--- src/rtl/leaf_uplink_arbiter.sv ---
// leaf_uplink_arbiter: round-robin, burst-limited arbiter that shares one
// root uplink path between NUM_LEAVES leaf streams. Accepted beats pass
// through a one-entry registered output stage tagged with their source leaf.
// Optional per-leaf accepted-beat counters: define LEAF_UPLINK_ARBITER_STATS_EN.
//
// Handshake: a beat moves on a rising edge when valid and ready are both
// high; valid never depends on ready, and ready may depend on valid only
// through the granted leaf and the output stage occupancy.
module leaf_uplink_arbiter #(
    parameter int NUM_LEAVES = 4,
    parameter int DATA_WIDTH = 64,
    parameter int MAX_BURST  = 4,
    localparam int SRC_W = (NUM_LEAVES > 1) ? $clog2(NUM_LEAVES) : 1
) (
    input  logic                             clk,
    input  logic                             reset,
    input  logic [DATA_WIDTH*NUM_LEAVES-1:0] in_data,
    input  logic [NUM_LEAVES-1:0]            in_valid,
    output logic [NUM_LEAVES-1:0]            in_ready,
    output logic [DATA_WIDTH-1:0]            out_data,
    output logic [SRC_W-1:0]                 out_src,
    output logic                             out_valid,
    input  logic                             out_ready,
    output logic                             busy
`ifdef LEAF_UPLINK_ARBITER_STATS_EN
    ,
    input  logic                             stat_clear,
    output logic [32*NUM_LEAVES-1:0]         stat_beats
`endif
);

    localparam int CNT_W = 8;

    typedef enum logic {
        IDLE  = 1'b0,
        GRANT = 1'b1
    } state_t;

    state_t                  state_q;
    logic [SRC_W-1:0]        rr_ptr_q;
    logic [SRC_W-1:0]        rr_ptr_d;
    logic [SRC_W-1:0]        grant_q;
    logic [CNT_W-1:0]        burst_cnt_q;
    logic                    out_valid_q;
    logic [DATA_WIDTH-1:0]   out_data_q;
    logic [SRC_W-1:0]        out_src_q;

    logic                    pick_any;
    logic                    pick_hi_any;
    logic [SRC_W-1:0]        pick_hi;
    logic [SRC_W-1:0]        pick_lo;
    logic [SRC_W-1:0]        pick_idx;
    logic                    grant_valid;
    logic [DATA_WIDTH-1:0]   grant_data;
    logic                    out_space;
    logic                    accept;
    logic                    burst_last;
    logic                    leave_grant;

    // Round-robin pick: lowest requester at or above rr_ptr, else lowest overall.
    always_comb begin
        pick_any    = 1'b0;
        pick_hi_any = 1'b0;
        pick_hi     = '0;
        pick_lo     = '0;
        for (int i = NUM_LEAVES - 1; i >= 0; i--) begin
            if (in_valid[i]) begin
                pick_any = 1'b1;
                pick_lo  = SRC_W'(i);
                if (i >= int'(rr_ptr_q)) begin
                    pick_hi_any = 1'b1;
                    pick_hi     = SRC_W'(i);
                end
            end
        end
        pick_idx = pick_hi_any ? pick_hi : pick_lo;
    end

    // Select the granted leaf's valid and data, and steer ready back to it only.
    always_comb begin
        grant_valid = 1'b0;
        grant_data  = '0;
        in_ready    = '0;
        for (int i = 0; i < NUM_LEAVES; i++) begin
            if (grant_q == SRC_W'(i)) begin
                grant_valid = in_valid[i];
                grant_data  = in_data[i*DATA_WIDTH +: DATA_WIDTH];
                in_ready[i] = (state_q == GRANT) && out_space;
            end
        end
    end

    // The output register can take a beat when empty or draining this cycle.
    assign out_space   = !out_valid_q || out_ready;
    assign accept      = (state_q == GRANT) && grant_valid && out_space;
    assign burst_last  = (burst_cnt_q == CNT_W'(MAX_BURST - 1));
    // A dropped valid ends the grant even while the output is stalled.
    assign leave_grant = (state_q == GRANT) && (!grant_valid || (accept && burst_last));
    assign rr_ptr_d    = (grant_q == SRC_W'(NUM_LEAVES - 1)) ? '0 : grant_q + 1'b1;

    // Arbitration FSM plus the registered output stage.
    always_ff @(posedge clk or negedge reset) begin
        if (!reset) begin
            state_q     <= IDLE;
            rr_ptr_q    <= '0;
            grant_q     <= '0;
            burst_cnt_q <= '0;
            out_valid_q <= 1'b0;
            out_data_q  <= '0;
            out_src_q   <= '0;
        end else begin
            case (state_q)
                IDLE: begin
                    if (pick_any) begin
                        grant_q     <= pick_idx;
                        burst_cnt_q <= '0;
                        state_q     <= GRANT;
                    end
                end
                GRANT: begin
                    if (accept) begin
                        burst_cnt_q <= burst_cnt_q + 1'b1;
                    end
                    if (leave_grant) begin
                        state_q  <= IDLE;
                        rr_ptr_q <= rr_ptr_d;
                    end
                end
                default: state_q <= IDLE;
            endcase

            if (accept) begin
                out_valid_q <= 1'b1;
                out_data_q  <= grant_data;
                out_src_q   <= grant_q;
            end else if (out_valid_q && out_ready) begin
                out_valid_q <= 1'b0;
            end
        end
    end

    assign out_valid = out_valid_q;
    assign out_data  = out_data_q;
    assign out_src   = out_src_q;
    assign busy      = (state_q == GRANT);

`ifdef LEAF_UPLINK_ARBITER_STATS_EN
    logic [31:0] stat_q [NUM_LEAVES];

    // Per-leaf saturating accepted-beat counters; clear wins over a same-cycle accept.
    always_ff @(posedge clk or negedge reset) begin
        if (!reset) begin
            for (int i = 0; i < NUM_LEAVES; i++) begin
                stat_q[i] <= '0;
            end
        end else begin
            for (int i = 0; i < NUM_LEAVES; i++) begin
                if (stat_clear) begin
                    stat_q[i] <= '0;
                end else if (accept && (grant_q == SRC_W'(i)) && (stat_q[i] != 32'hFFFF_FFFF)) begin
                    stat_q[i] <= stat_q[i] + 32'd1;
                end
            end
        end
    end

    for (genvar g = 0; g < NUM_LEAVES; g++) begin : g_stat
        assign stat_beats[g*32 +: 32] = stat_q[g];
    end
`endif

endmodule

--- config.mk ---
export PLATFORM = sky130hd
export DESIGN_NAME = leaf_uplink_arbiter
export DESIGN_NICKNAME = d
export VERILOG_FILES = /design/src/rtl/leaf_uplink_arbiter.sv
export SDC_FILE = /design/constraint.sdc
export NUM_CORES = 1
export LEC_CHECK = 0
export ABC_AREA = 1
export CORE_AREA = 2 2 128 130
export CTS_CLUSTER_SIZE = 24
export DETAILED_ROUTE_END_ITERATION = 16
export DIE_AREA = 0 0 130 132
export PLACE_DENSITY = 0.88
export SLEW_MARGIN = 20
export SYNTH_ARGS = -nofsm -noshare
export SYNTH_HDL_FRONTEND = slang
export SYNTH_SLANG_ARGS = --single-unit
--- constraint.sdc ---
create_clock -name clk -period 2.4 [get_ports clk]
set_input_delay 0.48 -clock clk [delete_from_list [all_inputs] [get_ports clk]]
set_output_delay 0.48 -clock clk [all_outputs]
set_load 0.05 [all_outputs]
==> results of run 1 <==
[layer usage]
layer  share of wire [%]  global-route usage (%)  routed length [um]  vias to the layer above
met1                  40                   28.51                8567                     3122
met5                   0                       0                   0                        -
met4                 3.4                   10.39                 716                        0
met2                  49                   42.15               10380                      306
li1                    -                       -                   -                     3420
met3                 7.5                   6.088                1592                       55
[synthesized netlist by cell type, drive strengths merged]
master	count
a21oi	35
clkbuf	27
nand3	113
buf	33
dfrtp	80
nor2	23
o31ai	1
o21ai	54
or2	65
nand2	427
ha	5
inv	20
o21bai	1
nand4	2
nor3b	2
[worst register-to-register path, stage by stage, from the launching register on]
cell and delay [ps]:
dfrtp_1 410, inv_1 100, ha_2 230, inv_2 280, nand2_1 100, nand3_1 70
nand2_1 100, nand3_4 140, buf_12 200, nand2_1 190, nand2_1 110, nand2_1 50
[state kept, by name (all words and copies together), names as in the netlist]
| register | count |
|---|---|
| burst_cnt_q | 8 |
| out_data | 64 |
| out_valid | 1 |
| rr_ptr_q | 2 |
| grant_q | 2 |
| out_src | 2 |
| busy | 1 |
[stage by stage]
stage                     instances  power (W)  worst slack, ps  hold slack [ps]  util [%]
final                          1412    0.01201            106.1            122.3     60.22
after global routing           1412    0.01293            19.41            158.6     60.22
after CTS                      1412    0.01208            111.5            136.2     60.22
after detailed placement       1397    0.01068            252.7            464.6     58.39
after global placement         1397    0.01051            250.7            460.8     58.39
after floorplan                 888   0.007779            124.4            184.4         -
[final cells by class]
| class | count | area, um2 | area share, % |
|---|---|---|---|
| tap | 216 | 270.3 | 2.856 |
| timing repair buffer | 353 | 3586 | 37.90 |
| sequential | 80 | 2002 | 21.16 |
| inverter | 20 | 75.07 | 0.7934 |
| clock inverter | 4 | 45.04 | 0.4761 |
| clock buffer | 11 | 242.7 | 2.565 |
| multi-input combinational | 728 | 3241 | 34.25 |
[cell families after synthesis]
logic type | Yosys count
compound gates | 91
simple gates | 632
fa+ha+maj | 5
buf+inv | 80
flops | 80
[report_power, final]
part	switching, W	internal, W	leakage, nW	total [W]
Clock	0.000529	0.000823	0.145	0.00135
Combinational	0.00545	0.00294	3.22	0.00839
Sequential	0.000338	0.00193	1.03	0.00227
Total	0.00632	0.00569	4.40	0.0120
[final timing paths]
kind                                  endpoint    startpoint  depth (start not counted)
worst max-delay path               in_ready[1]    grant_q[1]                          5
worst min-delay path              out_data[42]         reset                          1
worst max register to register  burst_cnt_q[5]    grant_q[1]                         11
worst min register to register    out_data[26]  out_data[26]                          2
max in group asynchronous          out_data[3]         reset                          2
min in group clk                  out_data[26]  out_data[26]                          2
==> flow_metrics.tcl, run 1 <==
set metrics [dict create \
    synth_top_family_by_area "simple AND/OR/NAND/NOR gates" \
    synth.cell_area_um2 5589 \
    synth_warnings 0 \
    p_per_area_nw_per_um2 1269 \
    layout-drive-gt1-share_pct 9.448 \
    root_buffer "clkbuf_16" \
    crit_family "buffers and inverters" \
    leakagePower_nw 4.395 \
    min_period_ps 2294 \
    viasPerCell 4.889 \
    n_fill_cell 1424 \
    fin_setup_tns_ps 0 \
    vdd_drop_max_mv 0.6440 \
    grt-ovfl-total 0 \
    io_buffers 334 \
    dieArea_um2 17160 \
    relSlewSlack_pct 60.87 \
    worstPathRequired_ps 1920 \
    grt_pass1_vias 6777 \
    tightest_slew_ps 585.2 \
    path_max_fanout 18 \
    max_freq_mhz 435.9 \
    synth.distinct_cells 21 \
    ctsLongestPathBuffers 2 \
    gp_congestion 0.9360 \
    hold_violations 0 \
    yosysTopAreaCellShare_pct 35.82 \
    cts-resized-gates 0 \
    crit_chain "inv_1, ha_2, inv_2, nor2_1, buf_12" \
    synth_adder_area_share_pct 1.119 \
    synth.area.mux_share_pct 0 \
    drc 0 \
    synth_area_per_cell_um2 6.294 \
    grt_pass1_wl_um 33180 \
    final_cell_mix "427 x nand2_1, 329 x clkdlybuf4s50_1, 112 x nand3_1" \
    htreeDepth 3 \
    post_cts_buffers 0 \
    rrSetupSlack_ps 300 \
    synth.top_cells.by_area "dfrtp_1 36%, nand2_1 29%, nand3_1 10%, or2_2 7.3%, o21ai_0 4.5%" \
    clkSinkCount 80 \
    insertion_delay_ps 330 \
    io_pins 335 \
    synth_compound_area_share_pct 8.305 \
    vias 6903 \
    final_common_cell "nand2_1" \
    slowest_delay_ps 420 \
    cts_buffers 9 \
    hold_path.class "input port to asynchronous set/reset pin" \
    die_x_um 130 \
    track_usage_pct 24.42 \
    wirelength_um 21250 \
    crit_type "register to output port" \
    design_area_um2 9462 \
    finalMaxSlewViolations 0 \
    status "complete, no violations" \
    critPathBufInv 3 \
    cts.clk_slew.worst_paths_ps 60 \
    dpl_cell_area_um2 9174 \
    yosysSeqAreaShare_pct 35.82 \
    dpl.hpwl_um 16150 \
    synth_xor_area_share_pct 0 \
    num_rows 46 \
    syn_to_final_growth_pct 69.29 \
    fin_crit_sh_pct 95.58 \
    wl_per_cell_um 15.05 \
    rsz0062_at_grt "no" \
    ys_ff_latch 80 \
    synthCells 888 \
    setup_viol 0 \
    core_um2 15710 \
    drt_iter0_drc 393 \
    final_antenna_net_count 0 \
    die_h_um 132 \
    cts_tree "yes" \
    crit_slowest_cell "dfrtp_1" \
    nNetsFinal 1460 \
    first_pass_iters 5 \
    grt_antenna_before_repair 0 \
    initial_core_util_pct 35.57 \
    ctsHoldBuffers 0 \
    clock-skew-final_ps 5.671 \
    arrival_ps 1810 \
    n_antenna_cell 0 \
    synth_simple_gate_area_share_pct 48.20 \
    yosys.area.top_type "dfrtp_1" \
    startpoint_type "register" \
    grt_max_degree 62 \
    maxCapViolCount 0 \
    syn-num-nets 1156 \
    endpoint_kind "output port" \
]
Note: power is estimated with default switching activity, not from simulation.
==> run 2: changes to the inputs <==
SKIP_CTS_REPAIR_TIMING = 1   (was unset)
==> results of run 2 <==
Final layout, timing and power as in run 1 (identical DEF).
